[src/rtl/hlr_bm1_err_monitor.sv]
// Exact and HLR-BM1 approximate 8x8 signed multipliers with per-sample error
// and running statistics (error sum, max exact product, sample count) for NMED.

module hlr_bm1_err_monitor #(
  parameter int WIDTH = 8,
  parameter int ACC_W = 32
) (
  input  logic                      clk,
  input  logic                      rst,
  input  logic                      in_valid,
  input  logic                      clear,
  input  logic signed [WIDTH-1:0]   x,
  input  logic signed [WIDTH-1:0]   y,
  output logic                      out_valid,
  output logic signed [2*WIDTH-1:0] prod_exact,
  output logic signed [2*WIDTH-1:0] prod_hlr,
  output logic [2*WIDTH-1:0]        abs_err,
  output logic [ACC_W-1:0]          err_sum,
  output logic signed [2*WIDTH-1:0] max_exact,
  output logic [ACC_W-1:0]          sample_count
);

  localparam int PW = 2 * WIDTH;

  // Radix-16 low digit rounded onto {0, +-1, +-2, +-4, +-8} so it costs one shift.
  function automatic logic signed [4:0] approx_d0(input logic [3:0] nib);
    logic signed [4:0] dig;
    case (nib)
      4'h0:    dig = 5'sd0;
      4'h1:    dig = 5'sd1;
      4'h2:    dig = 5'sd2;
      4'h3:    dig = 5'sd4;
      4'h4:    dig = 5'sd4;
      4'h5:    dig = 5'sd4;
      4'h6:    dig = 5'sd8;
      4'h7:    dig = 5'sd8;
      4'h8:    dig = -5'sd8;
      4'h9:    dig = -5'sd8;
      4'hA:    dig = -5'sd8;
      4'hB:    dig = -5'sd4;
      4'hC:    dig = -5'sd4;
      4'hD:    dig = -5'sd4;
      4'hE:    dig = -5'sd2;
      4'hF:    dig = -5'sd1;
      default: dig = 5'sd0;
    endcase
    return dig;
  endfunction

  function automatic logic signed [4:0] booth4(input logic [2:0] trip);
    logic signed [4:0] dig;
    case (trip)
      3'b000:  dig = 5'sd0;
      3'b001:  dig = 5'sd1;
      3'b010:  dig = 5'sd1;
      3'b011:  dig = 5'sd2;
      3'b100:  dig = -5'sd2;
      3'b101:  dig = -5'sd1;
      3'b110:  dig = -5'sd1;
      3'b111:  dig = 5'sd0;
      default: dig = 5'sd0;
    endcase
    return dig;
  endfunction

  // Partial product for a digit in {0, +-1, +-2, +-4, +-8}: shift, then optionally negate.
  function automatic logic [PW-1:0] scaled_pp(input logic [PW-1:0] xs,
                                              input logic signed [4:0] dig);
    logic [4:0]    mag;
    logic [PW-1:0] sh;
    if (dig[4]) begin
      mag = 5'(-dig);
    end else begin
      mag = 5'(dig);
    end
    case (mag)
      5'd1:    sh = xs;
      5'd2:    sh = {xs[PW-2:0], 1'b0};
      5'd4:    sh = {xs[PW-3:0], 2'b00};
      5'd8:    sh = {xs[PW-4:0], 3'b000};
      default: sh = {PW{1'b0}};
    endcase
    if (dig[4]) begin
      return ~sh + 16'd1;
    end else begin
      return sh;
    end
  endfunction

  logic signed [PW-1:0] x_ext_s;
  logic signed [PW-1:0] y_ext_s;
  logic signed [4:0]    a0_s;
  logic signed [4:0]    d1_s;
  logic signed [4:0]    d2_s;
  logic [PW-1:0]        pp0_s;
  logic [PW-1:0]        pp1_s;
  logic [PW-1:0]        pp2_s;
  logic signed [PW-1:0] exact_s;
  logic signed [PW-1:0] hlr_s;
  logic [PW-1:0]        diff_s;
  logic [PW-1:0]        abs_s;

  logic                 out_valid_q,  out_valid_d;
  logic signed [PW-1:0] prod_exact_q, prod_exact_d;
  logic signed [PW-1:0] prod_hlr_q,   prod_hlr_d;
  logic [PW-1:0]        abs_err_q,    abs_err_d;
  logic [ACC_W-1:0]     err_sum_q,    err_sum_d;
  logic signed [PW-1:0] max_exact_q,  max_exact_d;
  logic [ACC_W-1:0]     count_q,      count_d;

  // Both product datapaths and the error magnitude for the current operands.
  always_comb begin
    x_ext_s = {{(PW-WIDTH){x[WIDTH-1]}}, x};
    y_ext_s = {{(PW-WIDTH){y[WIDTH-1]}}, y};
    exact_s = x_ext_s * y_ext_s;
    a0_s    = approx_d0(y[3:0]);
    d1_s    = booth4(y[5:3]);
    d2_s    = booth4(y[7:5]);
    pp0_s   = scaled_pp(x_ext_s, a0_s);
    pp1_s   = scaled_pp(x_ext_s, d1_s);
    pp2_s   = scaled_pp(x_ext_s, d2_s);
    hlr_s   = pp0_s + {pp1_s[PW-5:0], 4'b0000} + {pp2_s[PW-7:0], 6'b000000};
    diff_s  = hlr_s - exact_s;
    if (diff_s[PW-1]) begin
      abs_s = ~diff_s + 16'd1;
    end else begin
      abs_s = diff_s;
    end
  end

  // Next state: per-sample outputs load on in_valid; clear outranks accumulation.
  always_comb begin
    out_valid_d  = in_valid;
    prod_exact_d = prod_exact_q;
    prod_hlr_d   = prod_hlr_q;
    abs_err_d    = abs_err_q;
    err_sum_d    = err_sum_q;
    max_exact_d  = max_exact_q;
    count_d      = count_q;
    if (in_valid) begin
      prod_exact_d = exact_s;
      prod_hlr_d   = hlr_s;
      abs_err_d    = abs_s;
    end else begin
      prod_exact_d = prod_exact_q;
    end
    if (clear) begin
      err_sum_d   = {ACC_W{1'b0}};
      max_exact_d = {PW{1'b0}};
      count_d     = {ACC_W{1'b0}};
    end else if (in_valid) begin
      err_sum_d = err_sum_q + {{(ACC_W-PW){1'b0}}, abs_s};
      count_d   = count_q + {{(ACC_W-1){1'b0}}, 1'b1};
      if (exact_s > max_exact_q) begin
        max_exact_d = exact_s;
      end else begin
        max_exact_d = max_exact_q;
      end
    end else begin
      err_sum_d = err_sum_q;
    end
  end

  // State registers; async reset returns every output to zero.
  always_ff @(posedge clk or posedge rst) begin
    if (rst) begin
      out_valid_q  <= 1'b0;
      prod_exact_q <= {PW{1'b0}};
      prod_hlr_q   <= {PW{1'b0}};
      abs_err_q    <= {PW{1'b0}};
      err_sum_q    <= {ACC_W{1'b0}};
      max_exact_q  <= {PW{1'b0}};
      count_q      <= {ACC_W{1'b0}};
    end else begin
      out_valid_q  <= out_valid_d;
      prod_exact_q <= prod_exact_d;
      prod_hlr_q   <= prod_hlr_d;
      abs_err_q    <= abs_err_d;
      err_sum_q    <= err_sum_d;
      max_exact_q  <= max_exact_d;
      count_q      <= count_d;
    end
  end

  assign out_valid    = out_valid_q;
  assign prod_exact   = prod_exact_q;
  assign prod_hlr     = prod_hlr_q;
  assign abs_err      = abs_err_q;
  assign err_sum      = err_sum_q;
  assign max_exact    = max_exact_q;
  assign sample_count = count_q;

  hlr_bm1_err_monitor_chk #(.PW(PW)) u_chk (
    .clk       (clk),
    .rst       (rst),
    .abs_err   (abs_err_q),
    .max_exact (max_exact_q)
  );

endmodule

// Invariants: the digit rounding never errs by more than 2*|x|, and the
// maximum starts at zero so it can never go negative.
module hlr_bm1_err_monitor_chk #(
  parameter int PW = 16
) (
  input logic                 clk,
  input logic                 rst,
  input logic [PW-1:0]        abs_err,
  input logic signed [PW-1:0] max_exact
);

  a_err_bound: assert property (@(posedge clk) disable iff (rst) abs_err <= 16'd256);
  a_max_nonneg: assert property (@(posedge clk) disable iff (rst) !max_exact[PW-1]);

endmodule

[config.mk]
export PLATFORM = sky130hd
export DESIGN_NAME = hlr_bm1_err_monitor
export DESIGN_NICKNAME = d
export VERILOG_FILES = /design/src/rtl/hlr_bm1_err_monitor.sv
export SDC_FILE = /design/constraint.sdc
export NUM_CORES = 1
export LEC_CHECK = 0
export CORE_AREA = 2 2 162 164
export DETAILED_ROUTE_END_ITERATION = 16
export DIE_AREA = 0 0 164 166
export GPL_TIMING_DRIVEN = 0
export PLACE_DENSITY = 0.73
export SYNTH_ARGS = -nofsm -noshare
export SYNTH_HDL_FRONTEND = slang
export SYNTH_SLANG_ARGS = --single-unit
[constraint.sdc]
create_clock -name clk -period 5.24 [get_ports clk]
set_clock_uncertainty 0.05 [all_clocks]
set_input_delay 1.048 -clock clk [delete_from_list [all_inputs] [get_ports clk]]
set_output_delay 1.048 -clock clk [all_outputs]
set_load 0.03 [all_outputs]
# After elaboration in Yosys (flattened, before gate mapping)
# Memories as Yosys holds them, arrays and structs flattened.
# Index checks and enable logic that the tools add are counted.
# op_classes
reduce_logical,3
eq_ne,12
mul,1
mux,17
bitwise_logic,4
add_sub_neg,12
order_cmp,1
# ops
op,count
32-bit 2-to-1 mux,4
16-bit 2-to-1 mux,5
16-bit one-hot mux with 4 select lines,1
12-bit one-hot mux with 4 select lines,1
10-bit one-hot mux with 4 select lines,1
"16-bit by 1-bit adder with 16-bit output, second input constant",2
16-bit adder,2
"32-bit by 1-bit adder with 32-bit output, second input constant",1
32-bit by 16-bit adder with 32-bit output,1
16-bit inverter,2
16-bit greater-than comparator,1
8-bit by 8-bit multiplier with 16-bit output,1
16-bit subtractor,1
"5-bit by 1-bit == test with 1-bit output, second input constant",3
"5-bit by 2-bit == test with 1-bit output, second input constant",3
"5-bit by 3-bit == test with 1-bit output, second input constant",3
"5-bit by 4-bit == test with 1-bit output, second input constant",3
5-bit 2-to-1 mux,3
5-bit negator,3
"12-bit by 1-bit adder with 12-bit output, second input constant",1
12-bit 2-to-1 mux,1
12-bit inverter,1
"10-bit by 1-bit adder with 10-bit output, second input constant",1
10-bit 2-to-1 mux,1
other kinds (3),4
# word_totals
elab_cells,60
mem_bits_ro,160
regBits,129
input_bits,20
mem_count,3
# mem_list
memory,depth,width,rd,rd_clocked_by_memory_dff,wr,line_no,source
(name not given),16,5,1,0,0,28,case (nib)
(name not given),8,5,1,0,0,52,case (trip)
(name not given),8,5,1,0,0,52,

# Longest topological paths before layout
# An unclocked memory read counts as a cell.
# logic_depth
ltp_word,17
ltp_mapped,41
ltp_nobuf,40

# Least setup slack after synthesis
# No wires, ideal clock.
# synth_timing
path_type,input -> register
from,input port x[1]
to,register err_sum_q[31] (netlist: err_sum[31])
t_arrival_ps,8978
cell_stages,35
setup_slack_ps,-3920
setup_time_ps,132
path_cell_list,clkbuf_1 clkbuf_1 nor2_1 fa_1 inv_1 fa_1 fa_1 fa_1 inv_1 ha_1 inv_1 o21bai_1 a21oi_1 o21bai_1 a21oi_1 or4b_2 o2111ai_1 inv_1 ha_1 a21oi_1 or2_2 xnor3_2 a21oi_1 inv_1 ha_1 a21o_1 a21oi_1 o21ai_0 a21oi_1 o21ai_0 a221oi_1 o221a_2 nor3_1 xnor2_1 nor2_1
# synth_rtl
item,line_no,source
start: declaration,12,"input logic signed [WIDTH-1:0] x,"
8-bit by 8-bit multiplier with 16-bit output,115,exact_s = x_ext_s * y_ext_s;
via exact_s[14],98,logic signed [PW-1:0] exact_s;
16-bit subtractor,123,diff_s = hlr_s - exact_s;
16-bit 2-to-1 mux,124,if (diff_s[PW-1]) begin
via abs_s[1],101,logic [PW-1:0] abs_s;
32-bit by 16-bit adder with 32-bit output,152,"err_sum_d = err_sum_q + {{(ACC_W-PW){1'b0}}, abs_s};"
32-bit 2-to-1 mux,151,end else if (in_valid) begin
32-bit 2-to-1 mux,147,if (clear) begin
end signal: assignment,171,err_sum_q <= {ACC_W{1'b0}};
end signal: assignment,179,err_sum_q <= err_sum_d;
end: declaration,107,"logic [ACC_W-1:0] err_sum_q, err_sum_d;"
# The timed path passes the listed nets, and every way through them passes these cells. The select of a mux whose other input is x is not followed.
# A chain may end at the register's enable or synchronous reset.

# Worst setup path in the final report
# layout_timing
from,input port y[3]
to,register err_sum_q[23] (netlist: err_sum[23])
# layout_rtl
item,line_no,source
start: declaration,13,"input logic signed [WIDTH-1:0] y,"
memory read 16 x 5 bit or memory read 8 x 5 bit (tied branches),--,
5-bit negator,72,mag = 5'(-dig);
5-bit 2-to-1 mux,71,if (dig[4]) begin
"5-bit by 4-bit == test with 1-bit output, or another cell as far along",76,case (mag)
16-bit one-hot mux with 4 select lines or 12-bit one-hot mux with 4 select lines (tied branches),76,
16-bit inverter or 12-bit inverter (tied branches),84,return ~sh + 16'd1;
16-bit by 1-bit adder with 16-bit output or 12-bit by 1-bit adder with 12-bit output (tied branches),84,
16-bit 2-to-1 mux or 12-bit 2-to-1 mux (tied branches),83,if (dig[4]) begin
16-bit adder (*) (2 in a row),122,"hlr_s = pp0_s + {pp1_s[PW-5:0], 4'b0000} + {pp2_s[PW-7:0], 6'b000000};"
via hlr_s[11],99,logic signed [PW-1:0] hlr_s;
16-bit subtractor (*),123,
16-bit 2-to-1 mux (*),124,
via abs_s[1],101,
32-bit by 16-bit adder with 32-bit output (*),152,
32-bit 2-to-1 mux (*),151,
32-bit 2-to-1 mux (*),147,
# Mark *: on every way through the listed nets, which the timed path passes. The rest lies on a longest branch. The select of a mux whose other input is x is not followed.

==> impl_metrics.toml <==
[outcome]
outcome = "finished, violations left"
violations = "negative setup slack"

[global_route]
grt_overflow = 0
grt_max_degree = 79
grt_pass1_wl_um = 62200
first_global_vias = 11799
grt_usage_pct = 29.0
antenna_found_initial = 0

[cells_and_area]
fin_util_pct = 70.5
layout-drive-gt1-share_pct = 28.1
fin_nets = 1904
antenna_cells = 0
nFillCells = 1777
layout-area-overhead-vs-synth_pct = 43.8

[timing]
finalCriticalPeriod_ns = 8.41
slew_headroom_pct = 10.1
setup_viol = 67
tightest_slew_ns = 1.34
finalHoldViolations = 0
rsz0062_at_grt = "true"
fin_crit_sh_pct = 160
setup_tns_ns = -144.75
drv_slew = 0
fmax_mhz = 119
final.setup.worst_slack_ns = -3.17

[route]
routedWlPerCell_um = 20.0
final_antenna_net_count = 0
dr.pass1.iters = 7
wirelength_um = 41300
drt_iter0_markers = 1287
route.vias.total = 12156
via_per_inst = 5.89
drc_errors = 0

[critical_path]
worstSetupStartpoint = "y[3]"
critPathRequiredTime_ns = 5.49
slowest_stage = "o221a_4"
crit_top_cell = "a21oi_2"
critPathCaptureType = "flip-flop"
r2r_setup_slack_ns = 2.48
cpPeakStageDelay_ns = 0.42
startpoint_type = "input pin"
r2r-start = "err_sum[0]"
crit_arrival_ns = 8.66
crit_fanout = 8
worstSetupPathType = "in2reg"

[clocking]
cts_root_buf = "clkbuf_16"
cts_tree = "built"
htreeDepth = 4
clock_sinks = 129
clock_path_buffers = 2
numCtsBuffers = 17
ctsHoldBuffers = 0
clk_pin_slew_worst_paths_ns = 0.07
clock_latency_ns = 0.43

[min_path]
hp-start = "prod_exact[4]"
holdCritPathClass = "reg2reg"

[die]
dieArea_mm2 = 0.0272
die_w_um = 164
initial_core_util_pct = 49.0
coreArea_mm2 = 0.0256
pin_count = 149
die_h_um = 166
row_count = 59

[logic_synthesis]
synthDistinctLibCells = 80
syn-num-nets = 1628
synth_edf_count = 0
synthFlopType = "dfrtp_1"
synth-seq-area-share_pct = 25.7
synth_area_per_cell_um2 = 8.72
netlist_area_mm2 = 0.0126
ys_seq_elements = 129
synthCells = 1441
ys_warn_count = 0
async_flop_share_pct = 100

[place]
io_buffers = 145
place_ws_ns = -4.77
dp_hpwl_um = 28200
place_congestion = 0.946

[run]
drv_cap = 0
what timing repair did:
item                       in CTS  in global routing
setup endpoints to repair      78                 71
setup buffers                  67                 50
gates resized for setup       209                133
pin swaps                      82                116
gates cloned                    1                  0
through the flow:
stage	cell area [um2]	hold WS (ns)	std cells
finish	18100	0.461	2065
global route	18100	0.466	2065
CTS	17100	0.460	2020
detailed placement	15200	0.447	1922
global placement	15100	0.440	1921
floorplan	13300	0.611	1441
area by class of cell:
type	count	area [um2]	area share, %
clock inverter	14	169	0.935
sequential	129	3230	17.9
inverter	157	627	3.47
clock buffer	18	429	2.38
tap	335	419	2.32
buffer	65	638	3.53
timing repair buffer	258	2460	13.6
multi-input combinational	1089	10100	55.9
worst max-delay path: cells and delay by family:
| kind | cells | cell delay, ns |
|---|---|---|
| AO/OA/AOI/OAI | 16 | 3.38 |
| adder cells (fa/ha/maj) | 5 | 1.42 |
| XOR/XNOR | 5 | 1.13 |
| AND/OR/NAND/NOR | 7 | 0.96 |
| buffers and inverters | 6 | 0.70 |
cells in the mapped netlist, drive strengths merged (30+ instances only):
cell type	n	share of area (%)
xnor2	69	4.8
inv	155	4.6
and2	30	1.5
dfrtp	129	26
xor2	48	3.4
a21oi	80	3.2
nor2	163	4.9
clkbuf	38	1.1
nand3	32	1.3
fa	67	11
nand2	107	3.2
o21ai	57	2.3
ha	100	10
mux2	43	3.9
cells by family after synthesis:
| kind of cell | after synthesis | share of synthesized area, % |
|---|---|---|
| multiplexers | 69 | 5.93 |
| AO/OA/AOI/OAI | 265 | 13.7 |
| adder cells (fa/ha/maj) | 167 | 20.6 |
| flip-flops | 129 | 25.7 |
| buffers and inverters | 223 | 6.99 |
| AND/OR/NAND/NOR | 468 | 18.2 |
| XOR/XNOR | 120 | 8.78 |
registers in the layout, summed over array words and instances (netlist names):
name          count
abs_err          16
max_exact        16
err_sum          32
sample_count     32
out_valid         1
prod_exact       16
prod_hlr         16
routing by layer:
layer | part of all wire (%) | vias to the layer above | track usage [%]
met4 | 4.4 | 0 | 11.2
met3 | 7.7 | 127 | 5.00
met2 | 47 | 608 | 47.3
li1 | - | 5482 | -
met5 | 0 | - | 0
met1 | 41 | 5939 | 38.5
layout by cell type (no fill, tap or decap), types with 44 or more instances in the layout:
cell type        instances
dfrtp_1                129
nor2_1                 145
ha_1                    65
clkdlybuf4s50_1        132
fa_1                    60
inv_1                  129
xnor2_1                 44
nand2_1                101
a21oi_1                 49
buf_4                   92
path summary, 6_finish.rpt:
path | endpoint | cells after the start
worst max-delay path | err_sum[23] | 39
worst min-delay path | prod_exact[4] | 1
worst max register to register | err_sum[20] | 13
worst min register to register | prod_exact[4] | 1
max in group asynchronous | err_sum[3] | 3
min in group asynchronous | sample_count[15] | 2
Power is not shown: default switching activity piles up to over one toggle a cycle in this logic, so the estimate is an artifact.
